## config.mk

```make
export PLATFORM = sky130hd
export DESIGN_NAME = hicore_rob_ctrl
export DESIGN_NICKNAME = d
export VERILOG_FILES = /design/src/rtl/hicore_rob_pkg.sv /design/src/rtl/hicore_rob_ptr.sv /design/src/rtl/hicore_rob_ctrl.sv
export SDC_FILE = /design/constraint.sdc
export NUM_CORES = 1
export LEC_CHECK = 0
export CAP_MARGIN = 20
export CORE_MARGIN = 2
export CORE_UTILIZATION = 63
export CTS_CLUSTER_DIAMETER = 200
export DETAILED_ROUTE_END_ITERATION = 16
export GPL_TIMING_DRIVEN = 0
export PLACE_DENSITY = 0.85
export RECOVER_POWER = 100
export SLEW_MARGIN = 20
export SYNTH_ARGS = -nofsm -noshare
export SYNTH_HDL_FRONTEND = slang
export SYNTH_HIERARCHICAL = 1
export SYNTH_SLANG_ARGS = --single-unit
```

## constraint.sdc

```tcl
create_clock -name clk -period 9.5 [get_ports clk]
set_input_delay 1.425 -clock clk [delete_from_list [all_inputs] [get_ports clk]]
set_output_delay 1.425 -clock clk [all_outputs]
set_load 0.01 [all_outputs]
```

## src/rtl/hicore_rob_pkg.sv

```systemverilog
// Shared ROB definitions: geometry, field widths and the packed entry layouts
// exchanged with the issue and commit stages.
package hicore_rob_pkg;

  localparam int DEPTH   = 8;
  localparam int PTR_W   = $clog2(DEPTH);
  localparam int RFIDX_W = 5;
  localparam int REG_W   = 32;

  localparam logic [PTR_W:0] ROB_FULL = (PTR_W + 1)'(DEPTH);
  localparam logic [PTR_W:0] CNT_ONE  = (PTR_W + 1)'(1);

  // Fields captured at allocation time.
  typedef struct packed {
    logic               rd_need;
    logic [RFIDX_W-1:0] rd_idx;
    logic               fence_i;
    logic               mret;
  } rob_issue_t;

  // Fields captured from the writeback bus.
  typedef struct packed {
    logic [REG_W-1:0] data;
    logic             excp;
  } rob_wb_t;

endpackage

```

## src/rtl/hicore_rob_ptr.sv

```systemverilog
// Wrapping ROB pointer: increments modulo 2**PTR_W, clear overrides increment.
module hicore_rob_ptr #(
  parameter int PTR_W = 3
) (
  input  logic             clk,
  input  logic             rst_n,
  input  logic             clr_i,
  input  logic             inc_i,
  output logic [PTR_W-1:0] ptr_o
);

  logic [PTR_W-1:0] ptr_q;
  logic [PTR_W-1:0] ptr_d;

  // NOTE: combinational next-state uses blocking '=' with a default first so
  // no latch is inferred; the register below uses non-blocking '<=' only.
  always_comb begin
    ptr_d = ptr_q;
    if (clr_i) begin
      ptr_d = '0;
    end else if (inc_i) begin
      ptr_d = ptr_q + PTR_W'(1);
    end
  end

  always_ff @(posedge clk) begin
    if (!rst_n) begin
      ptr_q <= '0;
    end else begin
      ptr_q <= ptr_d;
    end
  end

  assign ptr_o = ptr_q;

endmodule

```

## src/rtl/hicore_rob_ctrl.sv

```systemverilog
// In-order reorder-buffer controller: allocates at issue, records out-of-order
// writebacks, retires the oldest completed entry, and flushes everything on demand.
module hicore_rob_ctrl
  import hicore_rob_pkg::*;
(
  input  logic               clk,
  input  logic               rst_n,
  input  logic               alloc_valid,
  output logic               alloc_ready,
  input  logic               alloc_rd_need,
  input  logic [RFIDX_W-1:0] alloc_rd_idx,
  input  logic               alloc_fence_i,
  input  logic               alloc_mret,
  output logic [PTR_W-1:0]   alloc_ptr,
  input  logic               wb_valid,
  input  logic [PTR_W-1:0]   wb_ptr,
  input  logic [REG_W-1:0]   wb_data,
  input  logic               wb_excp,
  output logic               cmt_valid,
  input  logic               cmt_ready,
  output logic [PTR_W-1:0]   cmt_ptr,
  output logic               cmt_rd_need,
  output logic [RFIDX_W-1:0] cmt_rd_idx,
  output logic [REG_W-1:0]   cmt_data,
  output logic               cmt_excp,
  output logic               cmt_fence_i,
  output logic               cmt_mret,
  input  logic               flush,
  output logic               rob_empty
);

  logic [PTR_W-1:0] head;
  logic [PTR_W-1:0] tail;
  logic [PTR_W:0]   count_q;
  logic [PTR_W:0]   count_d;
  logic [DEPTH-1:0] valid_q;
  logic [DEPTH-1:0] valid_d;
  logic [DEPTH-1:0] done_q;
  logic [DEPTH-1:0] done_d;
  rob_issue_t       issue_q [DEPTH];
  rob_wb_t          wbres_q [DEPTH];

  logic alloc_fire;
  logic wb_hit;
  logic cmt_fire;

  assign alloc_ready = (count_q != ROB_FULL);
  assign cmt_valid   = valid_q[head] & done_q[head];

  assign alloc_fire = alloc_valid & alloc_ready & ~flush;
  assign cmt_fire   = cmt_valid & cmt_ready & ~flush;
  // A writeback aimed at the slot being allocated this cycle is stale and dropped.
  assign wb_hit     = wb_valid & valid_q[wb_ptr] & ~flush
                    & ~(alloc_fire & (wb_ptr == tail));

  hicore_rob_ptr #(.PTR_W(PTR_W)) u_head (
    .clk   (clk),
    .rst_n (rst_n),
    .clr_i (flush),
    .inc_i (cmt_fire),
    .ptr_o (head)
  );

  hicore_rob_ptr #(.PTR_W(PTR_W)) u_tail (
    .clk   (clk),
    .rst_n (rst_n),
    .clr_i (flush),
    .inc_i (alloc_fire),
    .ptr_o (tail)
  );

  always_comb begin
    valid_d = valid_q;
    done_d  = done_q;
    count_d = count_q;
    if (flush) begin
      valid_d = '0;
      done_d  = '0;
      count_d = '0;
    end else begin
      if (cmt_fire) begin
        valid_d[head] = 1'b0;
      end
      if (wb_hit) begin
        done_d[wb_ptr] = 1'b1;
      end
      if (alloc_fire) begin
        valid_d[tail] = 1'b1;
        done_d[tail]  = 1'b0;
      end
      unique case ({alloc_fire, cmt_fire})
        2'b10:   count_d = count_q + CNT_ONE;
        2'b01:   count_d = count_q - CNT_ONE;
        default: count_d = count_q;
      endcase
    end
  end

  always_ff @(posedge clk) begin
    if (!rst_n) begin
      valid_q <= '0;
      done_q  <= '0;
      count_q <= '0;
    end else begin
      valid_q <= valid_d;
      done_q  <= done_d;
      count_q <= count_d;
    end
  end

  // NOTE: payload flops carry no reset; they are only observed once valid/done
  // say so, and leaving them unreset keeps the reset tree small.
  always_ff @(posedge clk) begin
    if (alloc_fire) begin
      issue_q[tail] <= '{rd_need: alloc_rd_need, rd_idx: alloc_rd_idx,
                         fence_i: alloc_fence_i, mret: alloc_mret};
    end
    if (wb_hit) begin
      wbres_q[wb_ptr] <= '{data: wb_data, excp: wb_excp};
    end
  end

  assign alloc_ptr   = tail;
  assign cmt_ptr     = head;
  assign cmt_rd_need = issue_q[head].rd_need;
  assign cmt_rd_idx  = issue_q[head].rd_idx;
  assign cmt_fence_i = issue_q[head].fence_i;
  assign cmt_mret    = issue_q[head].mret;
  assign cmt_data    = wbres_q[head].data;
  assign cmt_excp    = wbres_q[head].excp;
  assign rob_empty   = (count_q == '0);

endmodule

```

# After elaboration in Yosys (flattened, before gate mapping)

Memories as Yosys holds them, arrays and structs flattened. A register that Yosys moved wholly into a read port is not among the register bits.
Cells that the tools add are included.

Flip-flop bits (word level): 26
Output and inout bits: 50
Bits in writable memories: 328
Logic and storage cells: 72
Memories kept: 2

Reductions and logical operators: 6
Mux-type cells: 27
Bitwise gates (word level): 18
$lt $le $gt $ge: 6
Equality and inequality tests: 4
$add $sub $neg: 4

Memories:

| memory  | depth | width | read ports | clocked after Yosys merged registers in | write ports | line                  | text |
|---|---|---|---|---|---|---|---|
| wbres_q | 8     | 33    | 1          | 1                                       | 1           | hicore_rob_ctrl.sv:41 | `rob_wb_t wbres_q [DEPTH];` |
| issue_q | 8     | 8     | 1          | 1                                       | 1           | hicore_rob_ctrl.sv:40 | `rob_issue_t issue_q [DEPTH];` |

Operator list:

| cell                                                | count |
|---|---|
| two-way mux 8 bit                                   | 6 |
| bitwise AND 8 bit                                   | 2 |
| inverter 8 bit                                      | 2 |
| OR 8 bit                                            | 2 |
| < comparator 3 x 4 -> 1 bit, second input constant  | 3 |
| two-way mux 3 bit                                   | 4 |
| two-way mux 1 bit                                   | 10 |
| bitwise AND 1 bit                                   | 9 |
| binary-select mux 1 bit (select 3 bit)              | 3 |
| demux 1 bit (select 3 bit)                          | 3 |
| >= comparator 3 x 1 -> 1 bit, second input constant | 3 |
| one-hot mux 4 bit (2 select lines)                  | 1 |
| adder 3 x 1 -> 3 bit, second input constant         | 2 |
| adder 4 x 1 -> 4 bit, second input constant         | 1 |
| zero test 4 bit                                     | 1 |
| != test 4 bit, second input constant                | 1 |
| subtractor 4 x 1 -> 4 bit, second input constant    | 1 |
| equality test 3 bit                                 | 1 |
| logical AND 1 bit                                   | 3 |
| inverter 1 bit                                      | 3 |
| equality test 2 x 1 -> 1 bit, second input constant | 1 |
| equality test 2 bit, second input constant          | 1 |
| nonzero test 2 bit                                  | 1 |
| OR reduction 2 bit                                  | 1 |

# Longest topological paths before layout

Gate-level depths: netlist of the first run.

Depth in word-level cells: 10
Depth in mapped cells: 13
Mapped depth without buffers: 12

# Modules after synthesis

The synthesis of the first run kept the hierarchy.

Modules (own cells, without submodules):

| module          | cells an instance | sequential area each (µm²) | instances | area an instance (µm²) |
|---|---|---|---|---|
| hicore_rob_ctrl | 815               | 10249.8                    | 1         | 13790.7 |
| hicore_rob_ptr  | 12                | 60.1                       | 2         | 127.6 |

# Worst setup path before layout of the first run

No wires, ideal clock.

Path type: input to register
From: in wb_ptr[1]
To: mem wbres_q[2][0] (netlist name), enable pin
Path buffers: 1
Arrival time: 5.456 ns
Stages: 5
Required time: 8.994 ns
Path slack: 3.538 ns
Cells stage by stage: clkbuf_1 -> nand3b_1 -> nand4_1 -> a41o_4 -> nor4_1

Cells in the longest elaborated chain, start to end: 7
Elaborated cells on any way between the ends: 10
Those cells by class: eq/ne: 1; mux: 4; bitwise: 5

Ends and longest elaborated chain:

| what                                    | line                   | text |
|---|---|---|
| start: declaration                      | hicore_rob_ctrl.sv:16  | `input logic [PTR_W-1:0] wb_ptr,` |
| binary-select mux 1 bit (select 3 bit)  | hicore_rob_ctrl.sv:53  | `assign wb_hit = wb_valid & valid_q[wb_ptr] & ~flush` |
| two-way mux 1 bit (implied by the code) | hicore_rob_ctrl.sv:53  |  |
| bitwise AND 1 bit (2 in a row)          | hicore_rob_ctrl.sv:53  |  |
| bitwise AND 1 bit                       | hicore_rob_ctrl.sv:54  | `& ~(alloc_fire & (wb_ptr == tail));` |
| two-way mux 1 bit                       | hicore_rob_ctrl.sv:118 | `if (wb_hit) begin` |
| two-way mux 1 bit (implied by the code) | hicore_rob_ctrl.sv:119 | `wbres_q[wb_ptr] <= '{data: wb_data, excp: wb_excp};` |
| end: declaration                        | hicore_rob_ctrl.sv:41  |  |

Parallel ways exist; a longest one is shown, timed or not. The select of a mux whose other input is x is not followed.

==> flow_metrics.env, run 1 <==
export IMPL_clk_insertion_delay_late_ns=0.52
export IMPL_count_of_different_cell_masters_after_synthesis=54
export IMPL_fmax_mhz=162
export IMPL_synth_ff_latch_count=354
export IMPL_largest_fanout_on_the_critical_path=10
export IMPL_cp_data_arrival_time_ns=4.76
export IMPL_r2r_end="wbres_q[3][32]$_DFFE_PP_"
export IMPL_worst_setup_path_type="reg2out"
export IMPL_cts_sinks=354
export IMPL_power_switching_fraction_pct=19.5
export IMPL_syn_num_nets=894
export IMPL_die_h_um=153
export IMPL_power_internal_mw=2.47
export IMPL_grt_setup_unrepaired="false"
export IMPL_met3RoutedLength_um=4370
export IMPL_setup_tns_final_ns=0
export IMPL_die_width_um=153
export IMPL_area_growth_pct=17.4
export IMPL_family_with_the_most_delay_on_the_worst_path="buffers and inverters"
export IMPL_final_worst_path_cycle_share_pct=65.1
export IMPL_post_syn_area_um2=14000
export IMPL_status="finished, violations left"
export IMPL_cts_hold_buf=0
export IMPL_path_clk_slew_ns=0.05
export IMPL_combinationalPowerShare_pct=2.4
export IMPL_postCtsSetupBuffers=0
export IMPL_place_worst_setup_slack_ns=4.70
export IMPL_timing_rr_start="count_q[1]$_SDFFE_PP0P_"
export IMPL_cts_tree="done"
export IMPL_post_synth_inst_count=839
export IMPL_synth_async_sr_flop_share_pct=0
export IMPL_end_kind="output pin"
export IMPL_dr_wl_met2_um=17400
export IMPL_number_of_endpoints_with_negative_hold_slack_in_the_final_report=0
export IMPL_global_route_overflow_total=0
export IMPL_tightest_slew_ns=1.77
export IMPL_min_path_type="reg2reg"
export IMPL_cell_count_post_placement=1244
export IMPL_wire_length_of_the_first_global_routing_pass_um=54300
export IMPL_synth_ff_type="edfxtp_1"
export IMPL_power_per_cell_area_nw_per_um2=186
export IMPL_initial_core_utilization_pct=64.4
export IMPL_cts_max_level=2
export IMPL_finish_utilization_pct=75.6
export IMPL_timing_reg2reg_setup_slack_ns=4.67
export IMPL_tritoncts_num_buffers=35
export IMPL_hold_depth=2
export IMPL_finalHoldWorstSlack_ns=0.484
export IMPL_post_cts_resize_count=0
export IMPL_vdd_drop_max_mv=0.112
export IMPL_worst_slack_ns=3.31
export IMPL_ctsLongestPathBuffers=3
export IMPL_drive_gt1_share_pct=12.8
export IMPL_yosysSeqAreaShare_pct=73.8
export IMPL_timing_final_setup_violations=0
export IMPL_viasPerCell=6.86
export IMPL_floorplan_die_area_um2=23500
export IMPL_failed_checks="capacitance limit, slew limit"
export IMPL_place_gp_congestion=0.916
export IMPL_fp_coreArea_um2=21800
export IMPL_final_max_slew_viol_count=52
export IMPL_detailedRoute_firstPassIterationCount=6
export IMPL_detailedRoute_firstIterationViolations=1417
export IMPL_worst_endpoint_required_ns=8.08
export IMPL_maximum_number_of_pins_on_one_net_before_global_route_repair=21
export IMPL_antenna_found_initial=0
export IMPL_crit_top_cell="clkbuf_1"
export IMPL_time_the_final_worst_path_needs_with_i_o_delays_and_setup_ns=6.19
export IMPL_mostFrequentLayoutCell="edfxtp_1"
export IMPL_hold_path_endpoint="done_q[6]$_SDFF_PP0_"
export IMPL_num_io_pins=100
export IMPL_cts_root_buf="clkbuf_16"
export IMPL_worst_slew_margin_rel_pct=-18.5
export IMPL_route_vias_total=8944
export IMPL_detail_route_wirelength_met1_um=13100
export IMPL_regArea_um2=10400
export IMPL_ff2ff_path_depth=10
export IMPL_cpPeakStageDelay_ns=0.73
export IMPL_p_sw_uw=598
export IMPL_post_synth_cell_area_avg_um2=16.7
export IMPL_route_antenna_remaining_nets=0
export IMPL_avgRoutedWirePerCell_um=28.1
export IMPL_finalNetCount=1056
export IMPL_timing_max_cap_violations=3
export IMPL_total_power_mw=3.07
export IMPL_final_setup_skew_ns=0.0226
export IMPL_final_cell_area_um2=16500
export IMPL_beginning_of_the_worst_hold_path="done_q[6]$_SDFF_PP0_"
export IMPL_grt_pass1_vias=8977
export IMPL_cp_slowest_cell="clkbuf_1"
export IMPL_nFillCells=1230
export IMPL_multi_input_area_um2=3390
export IMPL_grt_util_all_layers_pct=31.1
export IMPL_synthesis_yosys_warnings=6
export IMPL_finish_cell_count_without_fillers=1303
export IMPL_path_cells="clkbuf_1 > clkbuf_1 > clkbuf_1 > clkbuf_1 > a22oi_1 > o21ai_0 > dlygate4sd3_1"
export IMPL_placementRows=54
export IMPL_most_common_layout_cells="328 x edfxtp_1, 88 x dlygate4sd3_1, 70 x clkbuf_1"
export IMPL_totalWireLength_um=36600
export IMPL_numPortBuffers=96
export IMPL_worst_setup_path_start_kind="flip-flop"
export IMPL_postPlaceCellArea_um2=15700
export IMPL_highest_layer="met4"
export IMPL_post_synth_edffs=328
export IMPL_drc=0
export IMPL_share_clk_of_total_power_pct=41.9
export IMPL_static_leakage_power_nw=5.25
export IMPL_detailed_place_hpwl_um=22800
export IMPL_p_seq_share_pct=55.8
export IMPL_critical_path_n_buffers_inverters=5
-- Yosys cell counts (10+ instances only) --
library cell | instances | area, um^2
nand2_1 | 36 | 135
nor2_1 | 56 | 210
nor2b_1 | 10 | 62.6
o22ai_1 | 14 | 87.6
dfxtp_1 | 26 | 521
inv_1 | 12 | 45.0
a221oi_1 | 31 | 272
a22oi_1 | 23 | 173
buf_2 | 14 | 70.1
clkbuf_1 | 25 | 93.8
o21ai_0 | 29 | 145
edfxtp_1 | 328 | 9850
mux2_2 | 40 | 450
mux4_2 | 26 | 586
a21oi_1 | 24 | 120
mux2i_1 | 33 | 330
-- power groups by stage --
| stage | logic [mW] | clock network (mW) | registers, mW |
|---|---|---|---|
| after global placement | 0.0719 | 0 | 1.75 |
| after CTS | 0.0803 | 1.29 | 1.71 |
| after detailed placement | 0.0791 | 0 | 1.75 |
| after global routing | 0.0768 | 1.35 | 1.71 |
| after floorplan | 0.0257 | 0 | 1.75 |
| final | 0.0723 | 1.29 | 1.71 |
-- area by class of cell --
cell class              instances  share of cell area [%]
flip-flops and latches        354                    62.9
multi-input cells             423                    20.6
repair buffers                125                    6.49
clock buffers                  47                    5.84
well taps                     280                    2.12
plain buffers                  49                    1.30
clock inverters                11                   0.493
inverters                      13                   0.296
diodes                          1                  0.0152
-- state kept, by name, summed over array words and instances, names as in the netlist --
| name | count |
|---|---|
| count_q | 4 |
| wbres_q | 264 |
| issue_q | 64 |
| done_q | 8 |
| u_tail/ptr_o | 3 |
| u_head/ptr_o | 3 |
| valid_q | 8 |
-- per-layer routing --
| metal | track usage (%) | vias up |
|---|---|---|
| met3 | 7.37 | 137 |
| met1 | 40.9 | 4366 |
| li1 | - | 3700 |
| met5 | 0 | - |
| met2 | 50.0 | 741 |
| met4 | 14.4 | 0 |
-- worst register-to-register path, cell delays in order (launching register included) --
cell      delay, ns
dfxtp_1        0.30
buf_6          0.12
or4b_4         0.52
buf_6          0.16
nand2_4        0.05
nor2_1         0.10
a41o_1         0.32
clkbuf_1       0.30
nor2_1         0.86
clkbuf_1       0.88
clkbuf_1       0.83
-- how the worst max path moves through the flow --
stage / from / end / cells after the start
floorplan: wb_ptr[1] / wbres_q[2][0]$_DFFE_PP_ / 5
global route: u_head/ptr_o[0]$_SDFFE_PP0P_ / cmt_data[28] / 7
finish: u_head/ptr_o[0]$_SDFFE_PP0P_ / cmt_data[29] / 7
detailed placement: u_head/ptr_o[0]$_SDFFE_PP0P_ / cmt_data[1] / 6
CTS: u_head/ptr_o[0]$_SDFFE_PP0P_ / cmt_fence_i / 6
global placement: flush / wbres_q[6][28]$_DFFE_PP_ / 4
-- kinds of logic (layout without fill, tap and decap cells) --
family                     after synthesis  count (layout)  synth area share, %
DFF                                    354             354                 73.8
and+or+nand+nor                        143             143                 4.96
other                                    0               1                    0
muxes                                   99              99                 9.73
buffers and inverters                   62             245                 1.97
AOI/OAI and AO/OA                      167             167                 8.51
adders and majority gates                5               5                0.445
xor gates and xnor gates                 9               9                0.561
Power figures use the tool's default switching activity.
==> run 2: changes to the inputs <==
--- a/config.mk
+++ b/config.mk
@@ -7,11 +7,11 @@
 export LEC_CHECK = 0
 export CAP_MARGIN = 20
 export CORE_MARGIN = 2
-export CORE_UTILIZATION = 63
+export CORE_UTILIZATION = 53
 export CTS_CLUSTER_DIAMETER = 200
 export DETAILED_ROUTE_END_ITERATION = 16
 export GPL_TIMING_DRIVEN = 0
-export PLACE_DENSITY = 0.85
+export PLACE_DENSITY = 0.76
 export RECOVER_POWER = 100
 export SLEW_MARGIN = 20
 export SYNTH_ARGS = -nofsm -noshare
==> constraint.sdc (replaced) <==
create_clock -name clk -period 5.5 [get_ports clk]
set_input_delay 0.825 -clock clk [delete_from_list [all_inputs] [get_ports clk]]
set_output_delay 0.825 -clock clk [all_outputs]
set_load 0.01 [all_outputs]
==> flow_metrics.env, run 2 (same netlist as run 1, synthesis figures left out) <==
export IMPL_power_per_cell_area_nw_per_um2=324
export IMPL_critical_path_n_buffers_inverters=5
export IMPL_failed_checks="capacitance limit, slew limit"
export IMPL_num_io_pins=100
export IMPL_postCtsSetupBuffers=0
export IMPL_fp_coreArea_um2=26100
export IMPL_route_vias_total=8504
export IMPL_cpPeakStageDelay_ns=0.79
export IMPL_combinationalPowerShare_pct=2.2
export IMPL_die_h_um=167
export IMPL_die_width_um=167
export IMPL_worst_setup_path_start_kind="flip-flop"
export IMPL_grt_util_all_layers_pct=24.3
export IMPL_most_common_layout_cells="328 x edfxtp_1, 80 x dlygate4sd3_1, 67 x clkbuf_1"
export IMPL_grt_pass1_vias=8385
export IMPL_largest_register="wbres_q"
export IMPL_largest_register_ff_count=264
export IMPL_clk_insertion_delay_late_ns=0.52
export IMPL_status="finished, violations left"
export IMPL_placementRows=59
export IMPL_worst_setup_path_type="reg2out"
export IMPL_family_with_the_most_delay_on_the_worst_path="buffers and inverters"
export IMPL_worst_endpoint_required_ns=4.68
export IMPL_fmax_mhz=196
export IMPL_cts_max_level=2
export IMPL_worst_slew_margin_rel_pct=-37.7
export IMPL_met2_usage_pct=39.1
export IMPL_mostFrequentLayoutCell="edfxtp_1"
export IMPL_min_path_type="reg2reg"
export IMPL_cp_slowest_cell="clkbuf_1"
export IMPL_grt_use_met3_pct=4.75
export IMPL_finalNetCount=1053
export IMPL_final_setup_skew_ns=0.00752
export IMPL_initial_core_utilization_pct=53.9
export IMPL_crit_top_cell="clkbuf_1"
export IMPL_number_of_endpoints_with_negative_hold_slack_in_the_final_report=0
export IMPL_floorplan_die_area_um2=27800
export IMPL_path_cells="buf_2 > clkbuf_1 > clkbuf_1 > clkbuf_1 > a221oi_1 > o22ai_1 > dlygate4sd3_1"
export IMPL_cp_data_arrival_time_ns=4.27
export IMPL_drc=0
export IMPL_post_cts_resize_count=0
export IMPL_vdd_drop_max_mv=0.276
export IMPL_final_max_slew_viol_count=59
export IMPL_grt_busiest_layer="met2"
export IMPL_p_seq_share_pct=55.0
export IMPL_grt_setup_unrepaired="false"
export IMPL_timing_final_setup_violations=0
export IMPL_tritoncts_num_buffers=36
export IMPL_p_sw_mw=1.06
export IMPL_cts_tree="done"
export IMPL_power_internal_mw=4.32
export IMPL_cts_sinks=354
export IMPL_largest_fanout_on_the_critical_path=10
export IMPL_global_route_overflow_total=0
export IMPL_finalHoldWorstSlack_ns=0.484
export IMPL_nFillCells=1847
export IMPL_grtUsageMet1_pct=33.8
export IMPL_cts_root_buf="clkbuf_16"
export IMPL_totalWireLength_um=34000
export IMPL_top_regs="wbres_q: 264 flops, issue_q: 64 flops"
export IMPL_maximum_number_of_pins_on_one_net_before_global_route_repair=22
export IMPL_end_kind="output pin"
export IMPL_place_gp_congestion=0.900
export IMPL_route_antenna_remaining_nets=0
export IMPL_final_worst_path_cycle_share_pct=92.6
export IMPL_detailedRoute_firstPassIterationCount=5
export IMPL_setup_tns_final_ns=0
export IMPL_drive_gt1_share_pct=13.1
export IMPL_time_the_final_worst_path_needs_with_i_o_delays_and_setup_ns=5.10
export IMPL_timing_reg2reg_setup_slack_ns=0.47
export IMPL_static_leakage_power_nw=5.30
export IMPL_avgRoutedWirePerCell_um=25.0
export IMPL_wire_length_of_the_first_global_routing_pass_um=50500
export IMPL_path_clk_slew_ns=0.06
export IMPL_detailed_place_hpwl_um=22200
export IMPL_antenna_found_initial=0
export IMPL_numPortBuffers=96
export IMPL_power_switching_fraction_pct=19.7
export IMPL_viasPerCell=6.24
export IMPL_ctsLongestPathBuffers=3
export IMPL_area_growth_pct=18.4
export IMPL_share_clk_of_total_power_pct=42.8
export IMPL_tightest_slew_ns=2.06
export IMPL_detailedRoute_firstIterationViolations=1122
export IMPL_cts_hold_buf=0
export IMPL_timing_max_cap_violations=4
==> run 2: changes by cell type in the layout (fill, tap and decap cells not counted), sizes merged, moves of 2 or more <==
cell	previous run	this run
clkinv	9	15
inv	12	14
dlygate4sd3	88	80
clkdlybuf4s50	8	16
buf	18	15
==> run 2: worst register-to-register path, stage by stage, from the launching register on <==
cell,delay [ns]
dfxtp_1,0.29
clkbuf_1,0.17
or4b_2,0.67
clkbuf_1,0.25
nand2_4,0.12
nor2_1,0.11
a41o_1,0.32
clkbuf_1,0.27
nor2_1,1.37
clkbuf_1,1.05
==> run 2: final timing paths <==
path / startpoint / endpoint / cells past startpoint
setup reg to reg: count_q[1]$_SDFFE_PP0P_ / wbres_q[5][7]$_DFFE_PP_ / 9
hold reg to reg: done_q[6]$_SDFF_PP0_ / done_q[6]$_SDFF_PP0_ / 2
setup / recovery: u_head/ptr_o[2]$_SDFFE_PP0P_ / cmt_data[18] / 7
hold / removal: done_q[6]$_SDFF_PP0_ / done_q[6]$_SDFF_PP0_ / 2
==> run 2: area by class of cell <==
type                            instances  area (um^2)  share of cell area [%]
Tap cell                              335          419                    2.52
Buffer                                 49          198                    1.19
Sequential cell                       354        10400                    62.4
Antenna cell                            1         2.50                  0.0151
Clock buffer                           48          987                    5.94
Timing Repair Buffer                  121         1090                    6.56
Clock inverter                         18          126                   0.760
Inverter                               13         48.8                   0.294
Multi-Input combinational cell        423         3380                    20.3
==> run 2: metal layers <==
layer / vias up / wire [um]
met5: - / 0
met2: 534 / 16200
met4: 0 / 963
li1: 3697 / -
met3: 80 / 3480
met1: 4193 / 13300
==> run 2: metrics by stage <==
step                      worst slack (ns)  power [mW]  utilization (%)  area (um^2)  cells
after floorplan                      0.138        3.06                -        14000    839
after global placement               -3.26        3.14             59.2        15400   1270
after detailed placement              1.19        3.15             60.3        15700   1294
after CTS                            0.567        5.41             64.6        16800   1360
after global routing                 0.271        5.52             63.8        16600   1361
final                                0.405        5.38             63.8        16600   1362
==> run 2: power groups by stage <==
stage / logic (mW) / clock network [mW] / registers, mW
finish: 0.121 / 2.30 / 2.96
global route: 0.131 / 2.43 / 2.96
CTS: 0.135 / 2.32 / 2.96
detailed placement: 0.134 / 0 / 3.02
global placement: 0.125 / 0 / 3.02
floorplan: 0.0444 / 0 / 3.02
==> run 3: changes to the inputs <==
--- a/config.mk
+++ b/config.mk
@@ -5,7 +5,6 @@
 export SDC_FILE = /design/constraint.sdc
 export NUM_CORES = 1
 export LEC_CHECK = 0
-export CAP_MARGIN = 20
 export CORE_MARGIN = 2
 export CORE_UTILIZATION = 53
 export CTS_CLUSTER_DIAMETER = 200
==> flow_metrics.env, run 3 (same netlist as run 1, synthesis figures left out) <==
export IMPL_status="finished, violations left"
export IMPL_failed_checks="capacitance limit, slew limit"
export IMPL_path_cells="buf_2 > clkbuf_1 > clkbuf_1 > nor3_1 > a22oi_1 > o21ai_0 > clkdlybuf4s50_1"
export IMPL_cpPeakStageDelay_ns=1.30
export IMPL_initial_core_utilization_pct=53.9
export IMPL_worst_setup_path_start_kind="flip-flop"
export IMPL_cts_tree="done"
export IMPL_setup_tns_final_ns=0
export IMPL_avgRoutedWirePerCell_um=24.7
export IMPL_num_io_pins=100
export IMPL_placementRows=59
export IMPL_detailedRoute_firstIterationViolations=1117
export IMPL_cts_hold_buf=0
export IMPL_worst_slew_margin_rel_pct=-33.1
export IMPL_clk_insertion_delay_late_ns=0.53
export IMPL_ctsLongestPathBuffers=3
export IMPL_cts_max_level=2
export IMPL_detailed_place_hpwl_um=22300
export IMPL_timing_max_cap_violations=7
export IMPL_beginning_of_the_worst_hold_path="done_q[2]$_SDFF_PP0_"
export IMPL_worst_setup_path_type="reg2out"
export IMPL_final_setup_skew_ns=0.0192
export IMPL_worst_slack_ns=0.342
export IMPL_fmax_mhz=194
export IMPL_totalWireLength_um=33700
export IMPL_post_cts_resize_count=0
export IMPL_vdd_drop_max_mv=0.256
export IMPL_multi_input_area_um2=3380
export IMPL_critical_path_n_buffers_inverters=4
export IMPL_min_path_type="reg2reg"
export IMPL_place_worst_setup_slack_ns=1.22
export IMPL_route_vias_total=8534
export IMPL_cts_sinks=354
export IMPL_worst_endpoint_required_ns=4.68
export IMPL_largest_fanout_on_the_critical_path=10
export IMPL_antenna_found_initial=1
export IMPL_time_the_final_worst_path_needs_with_i_o_delays_and_setup_ns=5.16
export IMPL_maximum_number_of_pins_on_one_net_before_global_route_repair=22
export IMPL_tritoncts_num_buffers=36
export IMPL_die_width_um=167
export IMPL_viasPerCell=6.27
export IMPL_place_gp_congestion=0.900
export IMPL_wire_length_of_the_first_global_routing_pass_um=50500
export IMPL_cp_data_arrival_time_ns=4.33
export IMPL_die_h_um=167
export IMPL_postCtsSetupBuffers=0
export IMPL_crit_path_start="u_head/ptr_o[2]$_SDFFE_PP0P_"
export IMPL_regArea_um2=10400
export IMPL_timing_final_setup_violations=0
export IMPL_largest_register_ff_count=264
export IMPL_path_clk_slew_ns=0.06
export IMPL_nFillCells=1823
export IMPL_global_route_overflow_total=0
export IMPL_mostFrequentLayoutCell="edfxtp_1"
export IMPL_drive_gt1_share_pct=12.6
export IMPL_power_per_cell_area_nw_per_um2=325
export IMPL_grt_util_all_layers_pct=24.3
export IMPL_grt_pass1_vias=8378
export IMPL_largest_register="wbres_q"
export IMPL_family_with_the_most_delay_on_the_worst_path="buffers and inverters"
export IMPL_final_max_slew_viol_count=96
export IMPL_most_common_layout_cells="328 x edfxtp_1, 82 x dlygate4sd3_1, 68 x clkbuf_1"
export IMPL_number_of_endpoints_with_negative_hold_slack_in_the_final_report=0
export IMPL_detailedRoute_firstPassIterationCount=6
export IMPL_finalNetCount=1052
export IMPL_area_growth_pct=18.1
export IMPL_crit_top_cell="clkbuf_1"
export IMPL_floorplan_die_area_um2=27800
export IMPL_final_worst_path_cycle_share_pct=93.8
export IMPL_static_leakage_power_nw=5.26
export IMPL_total_power_mw=5.39
export IMPL_numPortBuffers=96
export IMPL_route_antenna_remaining_nets=0
export IMPL_end_kind="output pin"
export IMPL_tightest_slew_ns=1.99
export IMPL_fp_coreArea_um2=26100
export IMPL_cts_root_buf="clkbuf_16"
export IMPL_cp_slowest_cell="nor3_1"
export IMPL_top_regs="wbres_q: 264 flops, issue_q: 64 flops"
export IMPL_drc=0
export IMPL_timing_rr_start="count_q[1]$_SDFFE_PP0P_"
export IMPL_grt_setup_unrepaired="false"
## run 3: cell types whose count changed in the layout (fill, tap and decap cells not counted), sizes merged
cell	previous run	this run
inv	14	13
bufinv	1	2
buf	15	13
diode	1	3
dlygate4sd3	80	82
dlymetal6s4s	1	0
clkinv	15	16
clkdlybuf4s50	16	14
## run 3: worst paths after layout
path / endpoint / slack, ns / cells after the start
setup / recovery: cmt_data[22] / 0.34 / 7
hold / removal: done_q[2]$_SDFF_PP0_ / 0.48 / 2
setup reg to reg: wbres_q[7][20]$_DFFE_PP_ / 0.49 / 9
hold reg to reg: done_q[2]$_SDFF_PP0_ / 0.48 / 2
## run 3: metal layers
layer / up-vias / share of wire [%] / global-route usage [%]
met5: - / 0 / 0
met4: 0 / 2.5 / 7.76
met3: 68 / 10 / 5.42
met2: 521 / 48 / 39.3
met1: 4247 / 39 / 33.4
li1: 3698 / - / -
## run 3: where the power goes
part	switching [mW]	internal, mW
sequential	0.00460	2.96
combinational	0.0744	0.0461
clock	0.982	1.33
## run 3: cell type report
| type | instances | area share (%) |
|---|---|---|
| plain buffers | 49 | 1.19 |
| clock buffers | 46 | 5.78 |
| multi-input cells | 423 | 20.4 |
| clock inverters | 19 | 0.965 |
| repair buffers | 120 | 6.33 |
| flip-flops and latches | 354 | 62.5 |
| diodes | 3 | 0.0452 |
| well taps | 335 | 2.53 |
| inverters | 13 | 0.294 |
## run 3: worst min-delay path, stage by stage, from the launching register on
cell	delay, ns
dfxtp_1	0.31
inv_1	0.05
o22ai_1	0.07
## run 3: metrics by stage
step	utilization (%)	std cells	cell area [um^2]	hold slack (ns)
after global placement	59.2	1270	15400	0.460
final	63.7	1362	16600	0.483
after global routing	63.7	1360	16600	0.521
after CTS	64.6	1359	16800	0.482
after detailed placement	60.3	1294	15700	0.473
after floorplan	-	839	14000	0.449
